## config.mk

```make
export PLATFORM = sky130hd
export DESIGN_NAME = mono8_serializer_flat
export DESIGN_NICKNAME = d
export VERILOG_FILES = /design/src/rtl/mono8_serializer_if.sv /design/src/rtl/mono8_serializer.sv /design/src/flat_wrapper.sv
export SDC_FILE = /design/constraint.sdc
export NUM_CORES = 1
export LEC_CHECK = 0
export CAP_MARGIN = 25
export CORE_MARGIN = 5
export CORE_UTILIZATION = 45
export DETAILED_ROUTE_END_ITERATION = 6
export PLACE_DENSITY = 0.76
export SYNTH_ARGS = -nofsm -noshare
export SYNTH_HDL_FRONTEND = slang
export SYNTH_SLANG_ARGS = --single-unit
```

## constraint.sdc

```tcl
create_clock -name clk -period 6.23 [get_ports clk]
set_input_delay 0.623 -clock clk [delete_from_list [all_inputs] [get_ports clk]]
set_output_delay 0.623 -clock clk [all_outputs]
set_load 0.01 [all_outputs]
```

## src/rtl/mono8_serializer_if.sv

```systemverilog
// Handshake bundle for the Mono8 burst serializer: frame control, burst input, pixel output.
// master = serializer side, slave = the environment that feeds and drains it.
interface mono8_serializer_if #(
   parameter int IN_PIXEL_BIT_WIDTH = 8,
   parameter int PIXEL_BIT_WIDTH    = 10,
   parameter int PIXELS_PER_BURST   = 8,
   parameter int IN_ROWS            = 20,
   parameter int IN_COLS            = 16
);
   localparam int COL_W = (IN_COLS > 1) ? $clog2(IN_COLS) : 1;
   localparam int ROW_W = (IN_ROWS > 1) ? $clog2(IN_ROWS) : 1;

   logic                                       ap_start;
   logic                                       ap_done;
   logic                                       ap_idle;
   logic                                       frame_err;
   logic                                       s_axis_tvalid;
   logic                                       s_axis_tready;
   logic [PIXELS_PER_BURST*IN_PIXEL_BIT_WIDTH-1:0] s_axis_tdata;
   logic                                       s_axis_tuser;
   logic                                       m_axis_tvalid;
   logic                                       m_axis_tready;
   logic [PIXEL_BIT_WIDTH-1:0]                 m_axis_tdata;
   logic [COL_W-1:0]                           cnt_col;
   logic [ROW_W-1:0]                           cnt_row;

   modport master (
      input  ap_start, s_axis_tvalid, s_axis_tdata, s_axis_tuser, m_axis_tready,
      output ap_done, ap_idle, frame_err, s_axis_tready, m_axis_tvalid, m_axis_tdata,
             cnt_col, cnt_row
   );

   modport slave (
      output ap_start, s_axis_tvalid, s_axis_tdata, s_axis_tuser, m_axis_tready,
      input  ap_done, ap_idle, frame_err, s_axis_tready, m_axis_tvalid, m_axis_tdata,
             cnt_col, cnt_row
   );
endinterface

```

## src/rtl/mono8_serializer.sv

```systemverilog
// Front stage of the crop/normalize pipeline: unpacks Mono8 bursts into one zero-extended
// pixel per cycle, tagging each with its (cnt_col, cnt_row) image coordinate.
module mono8_serializer #(
   parameter int IN_PIXEL_BIT_WIDTH = 8,
   parameter int PIXEL_BIT_WIDTH    = 10,
   parameter int PIXELS_PER_BURST   = 8,
   parameter int IN_ROWS            = 20,
   parameter int IN_COLS            = 16
) (
   input  logic              clk,
   input  logic              s_axis_resetn,
   mono8_serializer_if.master bus
);
   localparam int BUF_W  = PIXELS_PER_BURST * IN_PIXEL_BIT_WIDTH;
   localparam int COL_W  = (IN_COLS > 1) ? $clog2(IN_COLS) : 1;
   localparam int ROW_W  = (IN_ROWS > 1) ? $clog2(IN_ROWS) : 1;
   localparam int IDX_W  = (PIXELS_PER_BURST > 1) ? $clog2(PIXELS_PER_BURST) : 1;
   localparam int BURSTS = (IN_COLS / PIXELS_PER_BURST) * IN_ROWS;
   localparam int BCNT_W = $clog2(BURSTS + 1);

   localparam logic [COL_W-1:0]  LAST_COL   = COL_W'(IN_COLS - 1);
   localparam logic [ROW_W-1:0]  LAST_ROW   = ROW_W'(IN_ROWS - 1);
   localparam logic [IDX_W-1:0]  LAST_IDX   = IDX_W'(PIXELS_PER_BURST - 1);
   localparam logic [BCNT_W-1:0] ALL_BURSTS = BCNT_W'(BURSTS);

   typedef enum logic [1:0] {IDLE, WAIT_SOF, RUN, DONE} state_t;

   state_t                  state;
   logic [BUF_W-1:0]        buf_data;
   logic                    buf_valid;
   logic [IDX_W-1:0]        idx;
   logic [COL_W-1:0]        col_q;
   logic [ROW_W-1:0]        row_q;
   logic [BCNT_W-1:0]       bursts_in;
   logic                    frame_err_q;
   logic                    ap_done_q;
   logic                    ap_idle_q;

   logic                    s_ready;
   logic                    s_hs;
   logic                    m_hs;
   logic                    last_lane;
   logic                    last_pixel;
   logic [IN_PIXEL_BIT_WIDTH-1:0] lane;

   assign m_hs       = buf_valid && bus.m_axis_tready;
   assign last_lane  = (idx == LAST_IDX);
   assign last_pixel = (col_q == LAST_COL) && (row_q == LAST_ROW);
   assign s_hs       = bus.s_axis_tvalid && s_ready;

   // NOTE: every signal assigned in always_comb gets a default first, so no path infers a latch.
   always_comb begin
      s_ready = 1'b0;
      case (state)
         WAIT_SOF: s_ready = 1'b1;
         // Refill exactly as the last lane leaves, unless the whole frame is already in.
         RUN:      s_ready = (bursts_in != ALL_BURSTS) && (!buf_valid || (m_hs && last_lane));
         default:  s_ready = 1'b0;
      endcase
   end

   always_ff @(posedge clk) begin
      if (!s_axis_resetn) begin
         state       <= IDLE;
         buf_valid   <= 1'b0;
         idx         <= '0;
         col_q       <= '0;
         row_q       <= '0;
         bursts_in   <= '0;
         frame_err_q <= 1'b0;
         ap_done_q   <= 1'b0;
         ap_idle_q   <= 1'b1;
      end else begin
         ap_done_q <= 1'b0;
         case (state)
            IDLE: begin
               if (bus.ap_start) begin
                  state       <= WAIT_SOF;
                  ap_idle_q   <= 1'b0;
                  frame_err_q <= 1'b0;
                  col_q       <= '0;
                  row_q       <= '0;
                  bursts_in   <= '0;
                  idx         <= '0;
               end
            end
            WAIT_SOF: begin
               if (s_hs && bus.s_axis_tuser) begin
                  state     <= RUN;
                  buf_valid <= 1'b1;
                  idx       <= '0;
                  bursts_in <= BCNT_W'(1);
               end
            end
            RUN: begin
               if (m_hs) begin
                  if (last_lane) begin
                     idx       <= '0;
                     buf_valid <= 1'b0;
                  end else begin
                     idx <= idx + IDX_W'(1);
                  end
                  if (col_q == LAST_COL) begin
                     col_q <= '0;
                     row_q <= (row_q == LAST_ROW) ? '0 : row_q + ROW_W'(1);
                  end else begin
                     col_q <= col_q + COL_W'(1);
                  end
                  if (last_pixel) begin
                     state     <= DONE;
                     ap_done_q <= 1'b1;
                  end
               end
               // A mid-frame SOF is flagged but still treated as ordinary pixel data.
               if (s_hs) begin
                  buf_valid <= 1'b1;
                  idx       <= '0;
                  bursts_in <= bursts_in + BCNT_W'(1);
                  if (bus.s_axis_tuser) frame_err_q <= 1'b1;
               end
            end
            default: begin
               state     <= IDLE;
               ap_idle_q <= 1'b1;
            end
         endcase
      end
   end

   // NOTE: the burst buffer is deliberately not reset; buf_valid alone qualifies its contents.
   always_ff @(posedge clk) begin
      if (s_hs) buf_data <= bus.s_axis_tdata;
   end

   assign lane = buf_data[int'(idx)*IN_PIXEL_BIT_WIDTH +: IN_PIXEL_BIT_WIDTH];

   assign bus.s_axis_tready = s_ready;
   assign bus.m_axis_tvalid = buf_valid;
   assign bus.m_axis_tdata  = buf_valid ? PIXEL_BIT_WIDTH'(lane) : '0;
   assign bus.cnt_col       = col_q;
   assign bus.cnt_row       = row_q;
   assign bus.frame_err     = frame_err_q;
   assign bus.ap_done       = ap_done_q;
   assign bus.ap_idle       = ap_idle_q;
endmodule

```

## src/flat_wrapper.sv

```systemverilog
// flat-port wrapper written by rule: the top's interface ports become plain ports
module mono8_serializer_flat 
#(
   parameter int IN_PIXEL_BIT_WIDTH = 8,
   parameter int PIXEL_BIT_WIDTH    = 10,
   parameter int PIXELS_PER_BURST   = 8,
   parameter int IN_ROWS            = 20,
   parameter int IN_COLS            = 16
)
  (clk, s_axis_resetn, bus_ap_start, bus_s_axis_tvalid, bus_s_axis_tdata, bus_s_axis_tuser, bus_m_axis_tready, bus_ap_done, bus_ap_idle, bus_frame_err, bus_s_axis_tready, bus_m_axis_tvalid, bus_m_axis_tdata, bus_cnt_col, bus_cnt_row);
  mono8_serializer_if #(.IN_PIXEL_BIT_WIDTH(IN_PIXEL_BIT_WIDTH), .PIXEL_BIT_WIDTH(PIXEL_BIT_WIDTH), .PIXELS_PER_BURST(PIXELS_PER_BURST), .IN_ROWS(IN_ROWS), .IN_COLS(IN_COLS)) bus_i ();
  input  logic clk;
  input  logic s_axis_resetn;
  input wire logic [$bits(bus_i.ap_start)-1:0] bus_ap_start;
  input wire logic [$bits(bus_i.s_axis_tvalid)-1:0] bus_s_axis_tvalid;
  input wire logic [$bits(bus_i.s_axis_tdata)-1:0] bus_s_axis_tdata;
  input wire logic [$bits(bus_i.s_axis_tuser)-1:0] bus_s_axis_tuser;
  input wire logic [$bits(bus_i.m_axis_tready)-1:0] bus_m_axis_tready;
  output wire logic [$bits(bus_i.ap_done)-1:0] bus_ap_done;
  output wire logic [$bits(bus_i.ap_idle)-1:0] bus_ap_idle;
  output wire logic [$bits(bus_i.frame_err)-1:0] bus_frame_err;
  output wire logic [$bits(bus_i.s_axis_tready)-1:0] bus_s_axis_tready;
  output wire logic [$bits(bus_i.m_axis_tvalid)-1:0] bus_m_axis_tvalid;
  output wire logic [$bits(bus_i.m_axis_tdata)-1:0] bus_m_axis_tdata;
  output wire logic [$bits(bus_i.cnt_col)-1:0] bus_cnt_col;
  output wire logic [$bits(bus_i.cnt_row)-1:0] bus_cnt_row;
  assign bus_i.ap_start = bus_ap_start;
  assign bus_i.s_axis_tvalid = bus_s_axis_tvalid;
  assign bus_i.s_axis_tdata = bus_s_axis_tdata;
  assign bus_i.s_axis_tuser = bus_s_axis_tuser;
  assign bus_i.m_axis_tready = bus_m_axis_tready;
  assign bus_ap_done = bus_i.ap_done;
  assign bus_ap_idle = bus_i.ap_idle;
  assign bus_frame_err = bus_i.frame_err;
  assign bus_s_axis_tready = bus_i.s_axis_tready;
  assign bus_m_axis_tvalid = bus_i.m_axis_tvalid;
  assign bus_m_axis_tdata = bus_i.m_axis_tdata;
  assign bus_cnt_col = bus_i.cnt_col;
  assign bus_cnt_row = bus_i.cnt_row;
  mono8_serializer #(.IN_PIXEL_BIT_WIDTH(IN_PIXEL_BIT_WIDTH), .PIXEL_BIT_WIDTH(PIXEL_BIT_WIDTH), .PIXELS_PER_BURST(PIXELS_PER_BURST), .IN_ROWS(IN_ROWS), .IN_COLS(IN_COLS)) u_core (.clk(clk), .s_axis_resetn(s_axis_resetn), .bus(bus_i));
endmodule
```

==> metrics.txt, run 1 <==
slew at the pin with the worst max-slew slack=0.964 ns; grt met2 use=0.256; clk_skew=0.00679 ns; vias in the first global route=2783; PortBufs=91; Async S/R FF share, synth=0; VDD IR max=141 µV; CTS H-tree lvls=3; Placed Area=4990 µm²; Resized cells post-CTS=0; Starting Density=0.461; die area=10900 µm²; CTS max path bufs=2; most frequent cells in the layout=clkdlybuf4s50_1 (91), edfxtp_1 (64), dfxtp_1 (24); Worst-Skew Late Latency=0.34 ns; Worst EP required=5.61 ns; Inserted Diodes=0; adder-cell share of the synthesized area=0.0344; final instance area=5190 µm²; Initial DRT Pass Iterations=4; Max transition margin=0.355; most common flop cell mapped by yosys=edfxtp_1; routing usage on met3=0.0447; Max Freq=0.293 GHz; Period Utilization, post-route=0.548; Detail Placement HPWL=5.78 mm; Netlist cell types=51; max-cap violations=0; status=completed; post-synthesis register bit count=88; Compound-Gate Fraction of Synth Area=0.0873; Die X=104 µm; Final WS setup=2.81 ns; commonest non-fill, non-tap cell in the layout=clkdlybuf4s50_1; Critical Path Source Type=flip-flop; Most Crowded Layer GR=met2; cell area after synthesis=4000 µm²; Pwr per Cell Area=316 nW/µm²; count of final setup violators=0; Boundary Pins=94; Syn. warnings=0; global-route track usage on met1=0.191; syn_area_per_cell=14.2 µm²; Crit. End Element=output port; postcts setup bufs=0; ANT nets after route=0; synthesis-to-finish area growth=29.8%; multiplexer share of the synthesized area=0.133; wire per inst=17.1 µm; sequential area share after synthesis=0.601; DR vias=2636; Die Ht=104 µm; pre-CTS setup slack=3.14 ns; final hold violations=0; cts bufs inserted=9; xor and xnor fraction of the mapped netlist area=0.00438; grt ovf=0; kind of critical path=flip-flop to output port; synthesized instance count=281; largest family of logic cells by synthesized area=multiplexers; FP Rows=34; first-pass GRT wire length=13.5 mm; All-Layer GR Usage=0.154; number of flops mapped to enable cells by yosys=64; Avg Vias per Cell=5.46; CTS tree=yes; CTS sink cnt=88; largest net degree at the start of global routing=55; # nets final=451; Post-CTS Hold Fix Bufs=0; Final Max Tran Viols=0; RSZ-0062 raised after global routing=no; initial antenna violation count=0; final worst path period need=3.42 ns; DRC=0; CTS clk-pin slew, worst paths=0.08 ns; Fin Setup TNS=0 ns; Pleak=0.00172 µW; clk root buf=clkbuf_8; Crit Path Max Fanout=18; Simple-Gate Fraction of Synth Area=0.114; final WL=8.25 mm; DR iter-0 viols=101; CORE AREA=8680 µm²; RePlAce Congestion=0.867; worst min path class=flip-flop to flip-flop; arrival time worst endpoint=2.79 ns; Overall Power=1640 µW; share of post-route cells with drive strength above 1=0.120
==> through the flow <==
stage / utilization / std cells / hold slack, ns
global route: 0.598 / 483 / 0.536
global placement: 0.576 / 467 / 0.481
floorplan: - / 282 / 0.464
CTS: 0.598 / 483 / 0.512
finish: 0.598 / 483 / 0.505
detailed placement: 0.576 / 467 / 0.492
==> state kept, by name, summed over array words and instances, names as in the netlist <==
signal	count
u_core.state	2
u_core.bus.m_axis_tvalid	1
u_core.bursts_in	6
u_core.bus.frame_err	1
u_core.bus.cnt_row	5
u_core.bus.ap_idle	1
u_core.bus.cnt_col	4
u_core.bus.ap_done	1
u_core.buf_data	64
u_core.idx	3
==> logic make-up after synthesis <==
group	count (synthesis)
compound gates	46
xor+xnor	2
simple gates	78
buf+inv	22
fa+ha+maj	11
flops	88
mux	33
other cells	1
==> synthesized netlist by cell type, drive strengths merged, types with 4 or more instances <==
cell / n / share of area
inv: 6 / 0.0056
dfxtp: 24 / 0.12
and2: 5 / 0.0078
buf: 11 / 0.015
and3: 7 / 0.011
nor2b: 11 / 0.017
nand2: 21 / 0.020
o21ai: 9 / 0.011
a21oi: 8 / 0.010
a32o: 4 / 0.010
a21boi: 4 / 0.0085
edfxtp: 64 / 0.48
clkbuf: 5 / 0.0047
mux2i: 16 / 0.040
nand3: 12 / 0.016
or3: 6 / 0.0094
ha: 11 / 0.034
mux4: 16 / 0.090
==> worst paths after layout <==
path	from	end	slack (ns)	cells past startpoint
min reg2reg	u_core.bus.cnt_row[4]$_SDFFE_PN0P_	u_core.bus.cnt_row[4]$_SDFFE_PN0P_	0.51	2
min	u_core.bus.cnt_row[4]$_SDFFE_PN0P_	u_core.bus.cnt_row[4]$_SDFFE_PN0P_	0.51	2
max reg2reg	u_core.idx[1]$_SDFFE_PN0P_	u_core.buf_data[16]$_DFFE_PP_	3.17	6
max	u_core.idx[1]$_SDFFE_PN0P_	bus_s_axis_tready	2.81	7
==> routing by layer <==
layer,vias to the layer above,routed length (µm)
met4,0,108
met2,90,3930
met5,-,0
li1,1268,-
met3,10,544
met1,1268,3660
==> power by group <==
group          switching (µW)  internal (µW)  leakage [µW]  total [µW]
clock network             202            185     0.0000909         387
logic                     272            239      0.000858         512
registers                34.7            706      0.000772         740
==> cell type report <==
type,count,area [µm²]
fill,711,3490
sequential,88,2400
multi-input combinational,172,1510
timing repair buffer,93,926
tap,108,135
clock buffer,9,124
clock inverter,7,70.1
inverter,6,22.5
==> worst max-delay path, cell delays in order, from the launching register on <==
cell             delay, ns
dfxtp_1               0.87
ha_1                  0.28
ha_1                  0.20
a21boi_2              0.10
a21oi_1               0.20
a21oi_1               0.10
nor2b_1               0.15
clkdlybuf4s50_1       0.55
(Power assumes the default switching activity.)
==> inputs of run 2 (changes only) <==
clock period = 2.97 ns   (was 6.23 ns; I/O delays follow)
==> run 2 against run 1 <==
  * Register-to-register slack worse by 2.6 ns
  * Count of clock-buffer cells in the layout increased by 1
  * Clock skew is 0.0045 ns higher
  * Worst hold slack worse by 0.017 ns
  * Sequential share of layout area decreased by 0.39 points
  * Sequential power grew 110%
  * Combinational power increased by 110%
  * Global-route usage increased by 0.15 points
  * Critical path depth fell by 2
  * Largest cell class unchanged
==> metrics.txt, run 2 (same netlist as run 1, synthesis figures left out) <==
sequential power share=0.445; Resized cells post-CTS=0; wire per inst=17.4 µm; Crit Path Max Fanout=18; final worst path period need=2.63 ns; RSZ-0062 raised after global routing=no; Top delay family on crit path=buffers and inverters; CTS clk-pin slew, worst paths=0.10 ns; most flop-heavy register=u_core.buf_data; DR iter-0 viols=144; clk root buf=clkbuf_8; HP Start=bus_s_axis_tdata[50]; switching share of power=0.316; max-cap violations=0; FP Rows=34; All-Layer GR Usage=0.155; kind of critical path=flip-flop to output port; clock share of power=0.244; P_sw=1100 µW; CP peak stage delay=0.57 ns; arrival time worst endpoint=2.33 ns; Detail Placement HPWL=5.99 mm; Critical Path Source Type=flip-flop; die area=10900 µm²; Max transition margin=0.530; CTS H-tree lvls=3; CORE AREA=8680 µm²; max reg flops=64; slew at the pin with the worst max-slew slack=0.686 ns; Period Utilization, post-route=0.886; vias in the first global route=2829; clk_skew=0.0113 ns; Die X=104 µm; Crit. End Element=output port; Inserted Diodes=0; count of final setup violators=0; CTS tree=yes; first-pass GRT wire length=13.6 mm; Pleak=0.00175 µW; initial antenna violation count=0; CP cell instances=buf_4, mux4_2, mux2i_1, nor2b_1, clkdlybuf4s50_1; DRC=0; Worst EP required=2.67 ns; register area=2400 µm²; largest net degree at the start of global routing=66; WP buf/inv=2; internal cell power=2390 µW; Starting Density=0.461; final hold violations=0; grt ovf=0; multi-input logic area=1510 µm²; Final Max Tran Viols=0; PortBufs=91; Max Freq=0.380 GHz; Avg Vias per Cell=5.56; RePlAce Congestion=0.818; commonest non-fill, non-tap cell in the layout=clkdlybuf4s50_1; postcts setup bufs=0; ANT nets after route=0; Slowest-stage cell, CP=mux4_2; final WL=8.44 mm; Fin Setup TNS=0 ns; # nets final=454; status=completed; worst min path class=input pin to flip-flop; share of post-route cells with drive strength above 1=0.130; VDD IR max=313 µV; Pwr per Cell Area=668 nW/µm²; synthesis-to-finish area growth=30.9%; DR vias=2700; CTS sink cnt=88; Comb pwr share=0.311; Final WS setup=0.339 ns; Post-CTS Hold Fix Bufs=0; CTS max path bufs=2; Die Ht=104 µm; most frequent cells in the layout=clkdlybuf4s50_1 (91), edfxtp_1 (64), dfxtp_1 (24); Crit Reg-Reg Startpoint=u_core.state[0]$_SDFFE_PN0P_; cts bufs inserted=9; Boundary Pins=94; Worst-Skew Late Latency=0.35 ns; Filler cells=709; pre-CTS setup slack=0.672 ns; CP startpoint=u_core.idx[0]$_SDFFE_PN0P_; Initial DRT Pass Iterations=5
run 2: cell type report:
cell class	instances	share of cell area
multi-input cells	172	0.288
repair buffers	96	0.184
inverters	6	0.00430
clock inverters	6	0.0143
clock buffers	10	0.0244
well taps	108	0.0258
flip-flops and latches	88	0.459
run 2: power groups by stage:
stage / Combinational, µW / Clock (µW) / Sequential [µW]
after global placement: 1060 / 0 / 1570
final: 1090 / 855 / 1550
after detailed placement: 1080 / 0 / 1580
after CTS: 1090 / 874 / 1560
after floorplan: 737 / 0 / 1570
after global routing: 1190 / 921 / 1570
run 2: worst reg2reg max path, stage by stage, from the launching register on:
cell	delay (ns)
dfxtp_1	0.35
inv_1	0.11
ha_1	0.56
nand2_1	0.41
o311ai_0	0.62
mux2i_1	0.23
run 2: metrics by stage:
step | hold slack (ns) | cell area, µm² | cells | util | total power [µW]
2_1_floorplan | 0.396 | 4010 | 282 | - | 2300
3_3_place_gp | 0.460 | 5030 | 470 | 0.580 | 2640
3_5_place_dp | 0.476 | 5030 | 470 | 0.580 | 2670
4_1_cts | 0.472 | 5230 | 486 | 0.603 | 3520
5_1_grt | 0.470 | 5230 | 486 | 0.603 | 3680
6_report | 0.488 | 5230 | 486 | 0.603 | 3500
run 2: routing by layer:
layer,GRT usage,share of wire
met1,0.195,0.43
met2,0.255,0.48
met3,0.0596,0.082
met4,0.0352,0.0069
met5,0,0
run 2: worst paths after layout:
| path | to | slack (ns) | depth (start not counted) |
|---|---|---|---|
| min | u_core.buf_data[50]$_DFFE_PP_ | 0.49 | 1 |
| max | bus_m_axis_tdata[2] | 0.34 | 5 |
| min reg2reg | u_core.bus.frame_err$_SDFFE_PN0P_ | 0.50 | 1 |
| max reg2reg | u_core.bus.m_axis_tvalid$_SDFFE_PN0P_ | 0.61 | 5 |
==> inputs of run 3 (changes only) <==
ABC_CLOCK_PERIOD_IN_PS = 2970   (was not set)
==> results of run 3 <==
Same layout as run 2: the final DEF is identical, and so are final timing and power.
